<file path="config.mk">
export PLATFORM = sky130hd
export DESIGN_NAME = mesi_coherence_controller
export DESIGN_NICKNAME = d
export VERILOG_FILES = /design/src/rtl/mesi_coherence_controller.sv
export SDC_FILE = /design/constraint.sdc
export NUM_CORES = 1
export LEC_CHECK = 0
export ABC_AREA = 1
export CELL_PAD_IN_SITES_DETAIL_PLACEMENT = 1
export CELL_PAD_IN_SITES_GLOBAL_PLACEMENT = 2
export CORE_UTILIZATION = 38
export DETAILED_ROUTE_END_ITERATION = 16
export GPL_TIMING_DRIVEN = 0
export HOLD_SLACK_MARGIN = 0.1
export PLACE_DENSITY_LB_ADDON = 0.1
export SLEW_MARGIN = 25
export SYNTH_ARGS = -nofsm -noshare
export SYNTH_HDL_FRONTEND = slang
export SYNTH_SLANG_ARGS = --single-unit
</file>
<file path="constraint.sdc">
create_clock -name clock -period 3.74 [get_ports clock]
set_input_delay 0.748 -clock clock [delete_from_list [all_inputs] [get_ports clock]]
set_output_delay 0.748 -clock clock [all_outputs]
set_load 0.01 [all_outputs]
</file>
<file path="src/rtl/mesi_coherence_controller.sv">
// ---------------------------------------------------------------------------
// mesi_coherence_controller
//   Snoopy invalidate-protocol controller for one direct-mapped cache.
//   Keeps tag + coherence state per line, sequences CPU misses/upgrades onto
//   the shared bus (request/grant), and services foreign snoops every cycle.
//   ENABLE_EXCLUSIVE=0 degrades to MSI (EXCLUSIVE is never written).
//
// Ports
//   clock, reset          rising-edge clock, async active-low reset
//   cpuRead/cpuWrite      CPU request, held until cpuDone
//   cpuAddress            {tag,index}
//   cpuDone               1-cycle completion pulse
//   writeBackRequest/Address/Done   victim write-back handshake to RAM
//   busRequest/busGrant   bus arbitration
//   busCommand/busAddress transaction driven while the bus is owned
//   busSharedIn/busDone   fill response (sharedIn sampled on busDone)
//   snoopValid/Command/Address      foreign bus transaction
//   snoopSharedOut        registered: snoop hit on a valid line
//   snoopFlush            registered pulse: snooped line was MODIFIED
// ---------------------------------------------------------------------------
module mesi_coherence_controller #(
    parameter int INDEX_WIDTH      = 4,
    parameter int TAG_WIDTH        = 8,
    parameter int ENABLE_EXCLUSIVE = 1,
    localparam int ADDR_W          = TAG_WIDTH + INDEX_WIDTH
) (
    input  logic              clock,
    input  logic              reset,
    input  logic              cpuRead,
    input  logic              cpuWrite,
    input  logic [ADDR_W-1:0] cpuAddress,
    output logic              cpuDone,
    output logic              writeBackRequest,
    output logic [ADDR_W-1:0] writeBackAddress,
    input  logic              writeBackDone,
    output logic              busRequest,
    input  logic              busGrant,
    output logic [1:0]        busCommand,
    output logic [ADDR_W-1:0] busAddress,
    input  logic              busSharedIn,
    input  logic              busDone,
    input  logic              snoopValid,
    input  logic [1:0]        snoopCommand,
    input  logic [ADDR_W-1:0] snoopAddress,
    output logic              snoopSharedOut,
    output logic              snoopFlush
);

    localparam int LINES = 1 << INDEX_WIDTH;

    typedef enum logic [1:0] {
        INVALID   = 2'd0,
        SHARED    = 2'd1,
        EXCLUSIVE = 2'd2,
        MODIFIED  = 2'd3
    } lineState_t;

    typedef enum logic [2:0] {
        IDLE, WRITE_BACK, WAIT_GRANT, BUS_ACTIVE, DONE
    } fsmState_t;

    localparam logic [1:0] CMD_NONE    = 2'd0;
    localparam logic [1:0] CMD_READ    = 2'd1;
    localparam logic [1:0] CMD_READ_EX = 2'd2;
    localparam logic [1:0] CMD_INV     = 2'd3;

    lineState_t             lineState [LINES];
    logic [TAG_WIDTH-1:0]   lineTag   [LINES];

    fsmState_t              state, nextState;
    logic [ADDR_W-1:0]      reqAddr, victimAddr;
    logic [1:0]             pendCmd;

    logic [INDEX_WIDTH-1:0] cpuIdx, snpIdx, reqIdx;
    logic [TAG_WIDTH-1:0]   cpuTag, snpTag, reqTag;
    lineState_t             cpuLine, snpLine;
    logic                   cpuHit;

    logic                   snoopHit, raceKill;
    lineState_t             snoopNext;

    // FSM-side line updates (decoded in the next-state process)
    logic                   capture, lineWrEn, fillEn;
    logic [INDEX_WIDTH-1:0] lineWrIdx;
    lineState_t             lineWrState;
    logic [1:0]             capCmd;

    assign cpuIdx  = cpuAddress[INDEX_WIDTH-1:0];
    assign cpuTag  = cpuAddress[ADDR_W-1:INDEX_WIDTH];
    assign snpIdx  = snoopAddress[INDEX_WIDTH-1:0];
    assign snpTag  = snoopAddress[ADDR_W-1:INDEX_WIDTH];
    assign reqIdx  = reqAddr[INDEX_WIDTH-1:0];
    assign reqTag  = reqAddr[ADDR_W-1:INDEX_WIDTH];

    assign cpuLine = lineState[cpuIdx];
    assign snpLine = lineState[snpIdx];
    assign cpuHit  = (cpuLine != INVALID) && (lineTag[cpuIdx] == cpuTag);

    // The line being filled is owned by our in-flight transaction; the bus
    // orders it after ours, so a snoop on that index is dropped.
    assign snoopHit = snoopValid && (snoopCommand != CMD_NONE) &&
                      (snpLine != INVALID) && (lineTag[snpIdx] == snpTag) &&
                      !((state == BUS_ACTIVE) && (snpIdx == reqIdx));

    assign snoopNext = (snoopCommand == CMD_READ) ? SHARED : INVALID;

    // Our S copy was taken away while waiting for the bus: an invalidate
    // would leave us with no data, so fetch the line exclusively instead.
    assign raceKill = (state == WAIT_GRANT) && (pendCmd == CMD_INV) &&
                      snoopHit && (snpIdx == reqIdx) && (snpTag == reqTag) &&
                      (snoopCommand != CMD_READ);

    always_comb begin
        nextState   = state;
        capture     = 1'b0;
        capCmd      = CMD_NONE;
        lineWrEn    = 1'b0;
        lineWrIdx   = reqIdx;
        lineWrState = INVALID;
        fillEn      = 1'b0;
        case (state)
            IDLE: begin
                // A same-index snoop wins the cycle; CPU retries next cycle.
                if ((cpuRead || cpuWrite) && !(snoopValid && (snpIdx == cpuIdx))) begin
                    capture = 1'b1;
                    if (cpuHit) begin
                        if (cpuRead) begin
                            nextState = DONE;
                        end else if (cpuLine != SHARED) begin
                            lineWrEn    = 1'b1;
                            lineWrIdx   = cpuIdx;
                            lineWrState = MODIFIED;
                            nextState   = DONE;
                        end else begin
                            capCmd    = CMD_INV;
                            nextState = WAIT_GRANT;
                        end
                    end else begin
                        capCmd    = cpuWrite ? CMD_READ_EX : CMD_READ;
                        nextState = (cpuLine == MODIFIED) ? WRITE_BACK : WAIT_GRANT;
                    end
                end
            end
            WRITE_BACK: begin
                if (writeBackDone) begin
                    lineWrEn    = 1'b1;
                    lineWrState = INVALID;
                    nextState   = WAIT_GRANT;
                end
            end
            WAIT_GRANT: begin
                if (busGrant) nextState = BUS_ACTIVE;
            end
            BUS_ACTIVE: begin
                if (busDone) begin
                    fillEn   = 1'b1;
                    lineWrEn = 1'b1;
                    if (pendCmd == CMD_READ)
                        lineWrState = ((ENABLE_EXCLUSIVE != 0) && !busSharedIn) ? EXCLUSIVE : SHARED;
                    else
                        lineWrState = MODIFIED;
                    nextState = DONE;
                end
            end
            DONE:    nextState = IDLE;
            default: nextState = IDLE;
        endcase
    end

    always_ff @(posedge clock or negedge reset) begin
        if (!reset) begin
            state          <= IDLE;
            reqAddr        <= '0;
            victimAddr     <= '0;
            pendCmd        <= CMD_NONE;
            snoopSharedOut <= 1'b0;
            snoopFlush     <= 1'b0;
        end else begin
            state          <= nextState;
            snoopSharedOut <= snoopHit;
            snoopFlush     <= snoopHit && (snpLine == MODIFIED);
            if (capture) begin
                reqAddr    <= cpuAddress;
                victimAddr <= {lineTag[cpuIdx], cpuIdx};
                pendCmd    <= capCmd;
            end else if (raceKill) begin
                pendCmd    <= CMD_READ_EX;
            end
        end
    end

    // Snoop update first; an FSM write to the same line in the same cycle
    // (write-back completion) takes precedence.
    always_ff @(posedge clock or negedge reset) begin
        if (!reset) begin
            for (int i = 0; i < LINES; i++) lineState[i] <= INVALID;
        end else begin
            if (snoopHit) lineState[snpIdx]    <= snoopNext;
            if (lineWrEn) lineState[lineWrIdx] <= lineWrState;
        end
    end

    // Tags are only meaningful alongside a valid state, so no reset needed.
    always_ff @(posedge clock) begin
        if (fillEn) lineTag[reqIdx] <= reqTag;
    end

    assign cpuDone          = (state == DONE);
    assign writeBackRequest = (state == WRITE_BACK);
    assign writeBackAddress = (state == WRITE_BACK) ? victimAddr : '0;
    assign busRequest       = (state == WAIT_GRANT) || (state == BUS_ACTIVE);
    assign busCommand       = (state == BUS_ACTIVE) ? pendCmd : CMD_NONE;
    assign busAddress       = (state == BUS_ACTIVE) ? reqAddr : '0;

endmodule

</file>
==> impl_metrics.json <==
{
  "stdcell_area_sq_um": 13200,
  "fillCellCount": 3571,
  "die_w_um": 174,
  "finalCritPeriodShare_pct": 96.2,
  "fin_nets": 1626,
  "critPathLaunchType": "primary input",
  "io_buffers": 62,
  "grt_antenna_before_repair": 0,
  "worst-endpoint-required_ps": 4080,
  "dr.pass1.iters": 6,
  "antenna_cells": 0,
  "ir_drop_v": 0.000325,
  "slew_headroom_pct": 22.9,
  "dpl_cell_area_sq_um": 12400,
  "grt_pass1_wl_um": 71800,
  "ctsRootBufferMaster": "clkbuf_16",
  "fin_cells": 1988,
  "drv_slew": 0,
  "grt_max_degree": 47,
  "p_per_area_nw_per_um2": 555,
  "syn_area_per_cell_sq_um": 7.49,
  "cts_made_buffers": 17,
  "crit_path_end_kind": "flip-flop",
  "ys_ff_latch": 187,
  "ys_seq_area_share_pct": 47.1,
  "crit_arrival_ps": 3940,
  "cts_hold_buf": 0,
  "h-tree-depth": 4,
  "start_util_pct": 39.0,
  "timing.fmax_mhz": 278,
  "syn_to_final_growth_pct": 16.8,
  "drtIter0Drc": 1365,
  "wl_um": 48700,
  "multi_input_area_sq_um": 4880,
  "clockBufferDepth": 2,
  "antenna_left": 0,
  "wire_per_inst_um": 24.5,
  "layout-drive-gt1-share_pct": 10.6,
  "dpl.hpwl_um": 35200,
  "drv_cap": 0,
  "synthesis.area_sq_um": 11300,
  "dieHeight_um": 174,
  "final_common_cell": "nand2_1",
  "critPathMaxFanout": 10,
  "vias": 11300,
  "synth_nets": 1542,
  "ff_latch_area_sq_um": 5320,
  "ios": 66,
  "clock-sinks": 187,
  "viasPerCell": 5.68,
  "tightest_slew_ps": 1150,
  "clkTransAtPathRegs_ps": 80,
  "cts_tree": "yes",
  "setup_viol": 0,
  "grt_pass1_vias": 11200,
  "p_leak_nw": 5.87,
  "final_cell_mix": "nand2_1, inv_1, nand3_1, edfxtp_1, o21ai_0",
  "critical_path_class": "in2reg",
  "netlist_instances": 1507,
  "yosys_warnings": 0,
  "fin_worst_skew_ps": 13.2,
  "finalPower_mw": 7.31,
  "clkLatencyLatePin_ps": 450,
  "dp.cells": 1954,
  "gp_congestion": 0.912,
  "core_sq_um": 28900,
  "drc": 0,
  "hold_class": "in2async",
  "grt_overflow_total": 0,
  "status": "completed",
  "grt_usage_pct": 32.5,
  "rows": 62,
  "dieArea_sq_um": 30400,
  "yosysUniqueCellTypes": 37,
  "hold_viol": 0,
  "period_needed_ps": 3600
}
[timing repair]
action,4_1_cts,5_1_grt
buffers inserted,0,2
setup endpoints to repair,61,35
gates resized for setup,17,33
hold endpoints to repair,0,0
pin swaps,0,1
[through the flow]
| step | setup TNS (ps) | util, % | setup WS, ps | hold WS, ps |
|---|---|---|---|---|
| 6_report | 0 | 45.5 | 143 | 155 |
| 5_1_grt | -73.1 | 45.5 | -26.3 | 160 |
| 4_1_cts | 0 | 45.1 | 1.24 | 157 |
| 3_5_place_dp | -27350 | 43.0 | -834 | 542 |
| 3_3_place_gp | -53280 | 42.8 | -806 | 534 |
| 2_1_floorplan | 0 | - | 1040 | 452 |
[final timing paths]
path	start	to	slack (ps)	depth (start not counted)
setup / recovery	cpuAddress[0]	lineState[30]	140	19
hold / removal	reset	snoopFlush	150	1
setup reg to reg	state[2]	lineTag[9][6]	300	5
hold reg to reg	victimAddr[9]	victimAddr[9]	550	2
max in group asynchronous	reset	reqAddr[11]	3030	2
min in group clock	victimAddr[9]	victimAddr[9]	550	2
[cell type report]
cell class | count | share of cell area (%)
sequential | 187 | 40.4
multi-input combinational | 1032 | 37.0
inverter | 205 | 5.84
timing repair buffer | 65 | 5.05
tap | 384 | 3.65
buffer | 83 | 3.59
clock buffer | 18 | 3.33
clock inverter | 14 | 1.15
[logic make-up after synthesis]
kind of cell | share of synthesized area [%]
compound gates | 9.88
xor+xnor | 1.09
buf+inv | 10.6
flops | 47.1
simple gates | 31.3
[worst max-delay path, cell delays in order]
cell and delay [ps]:
clkdlybuf4s50_1 530, buf_6 170, buf_2 300, o211ai_1 160, nand3_1 90, nand3_1 150
nand2_1 210, nand2_1 70, nand2_1 60, nand2_1 100, nor2_4 210, nand4_1 140
nand2_1 130, nand2_1 130, nor2_2 240, buf_4 230, nand2_1 90, nand2_1 70
nand2_1 60
[sequential cells by signal, indices dropped and copies added (netlist names)]
register	cells
snoopSharedOut	1
snoopFlush	1
lineState	32
victimAddr	8
pendCmd	2
lineTag	128
reqAddr	12
state	3
[layer usage]
metal	global-route usage (%)	up-vias	share of wire (%)
met4	8.66	0	2.1
li1	-	5109	-
met3	5.51	65	8.7
met1	47.5	5583	46
met2	49.5	534	43
met5	0	-	0
[cell usage after synthesis, drive strengths merged]
library cell	count	area share (%)
edfxtp	128	34
inv	202	6.7
xnor2	6	0.47
a21oi	15	0.77
nand3	186	8.4
o211ai	16	1.1
o2111ai	1	0.078
clkinv	3	0.10
nand4	39	2.2
or2	11	0.61
nor2	101	3.8
buf	61	3.0
dfrtp	59	13
nand3b	3	0.20
xor2	8	0.62
nor3b	1	0.067
nand2	464	16
nor4	3	0.17
clkbuf	22	0.73
o21bai	1	0.067
nor3	8	0.35
o21ai	135	6.0
o22ai	32	1.8
a221oi	1	0.078
o31ai	1	0.067
[power by group]
part	internal, mW	switching, mW	total, mW
clock	0.915	0.965	1.88
sequential	2.69	0.415	3.11
combinational	0.733	1.59	2.32
Power figures use the tool's default switching activity.
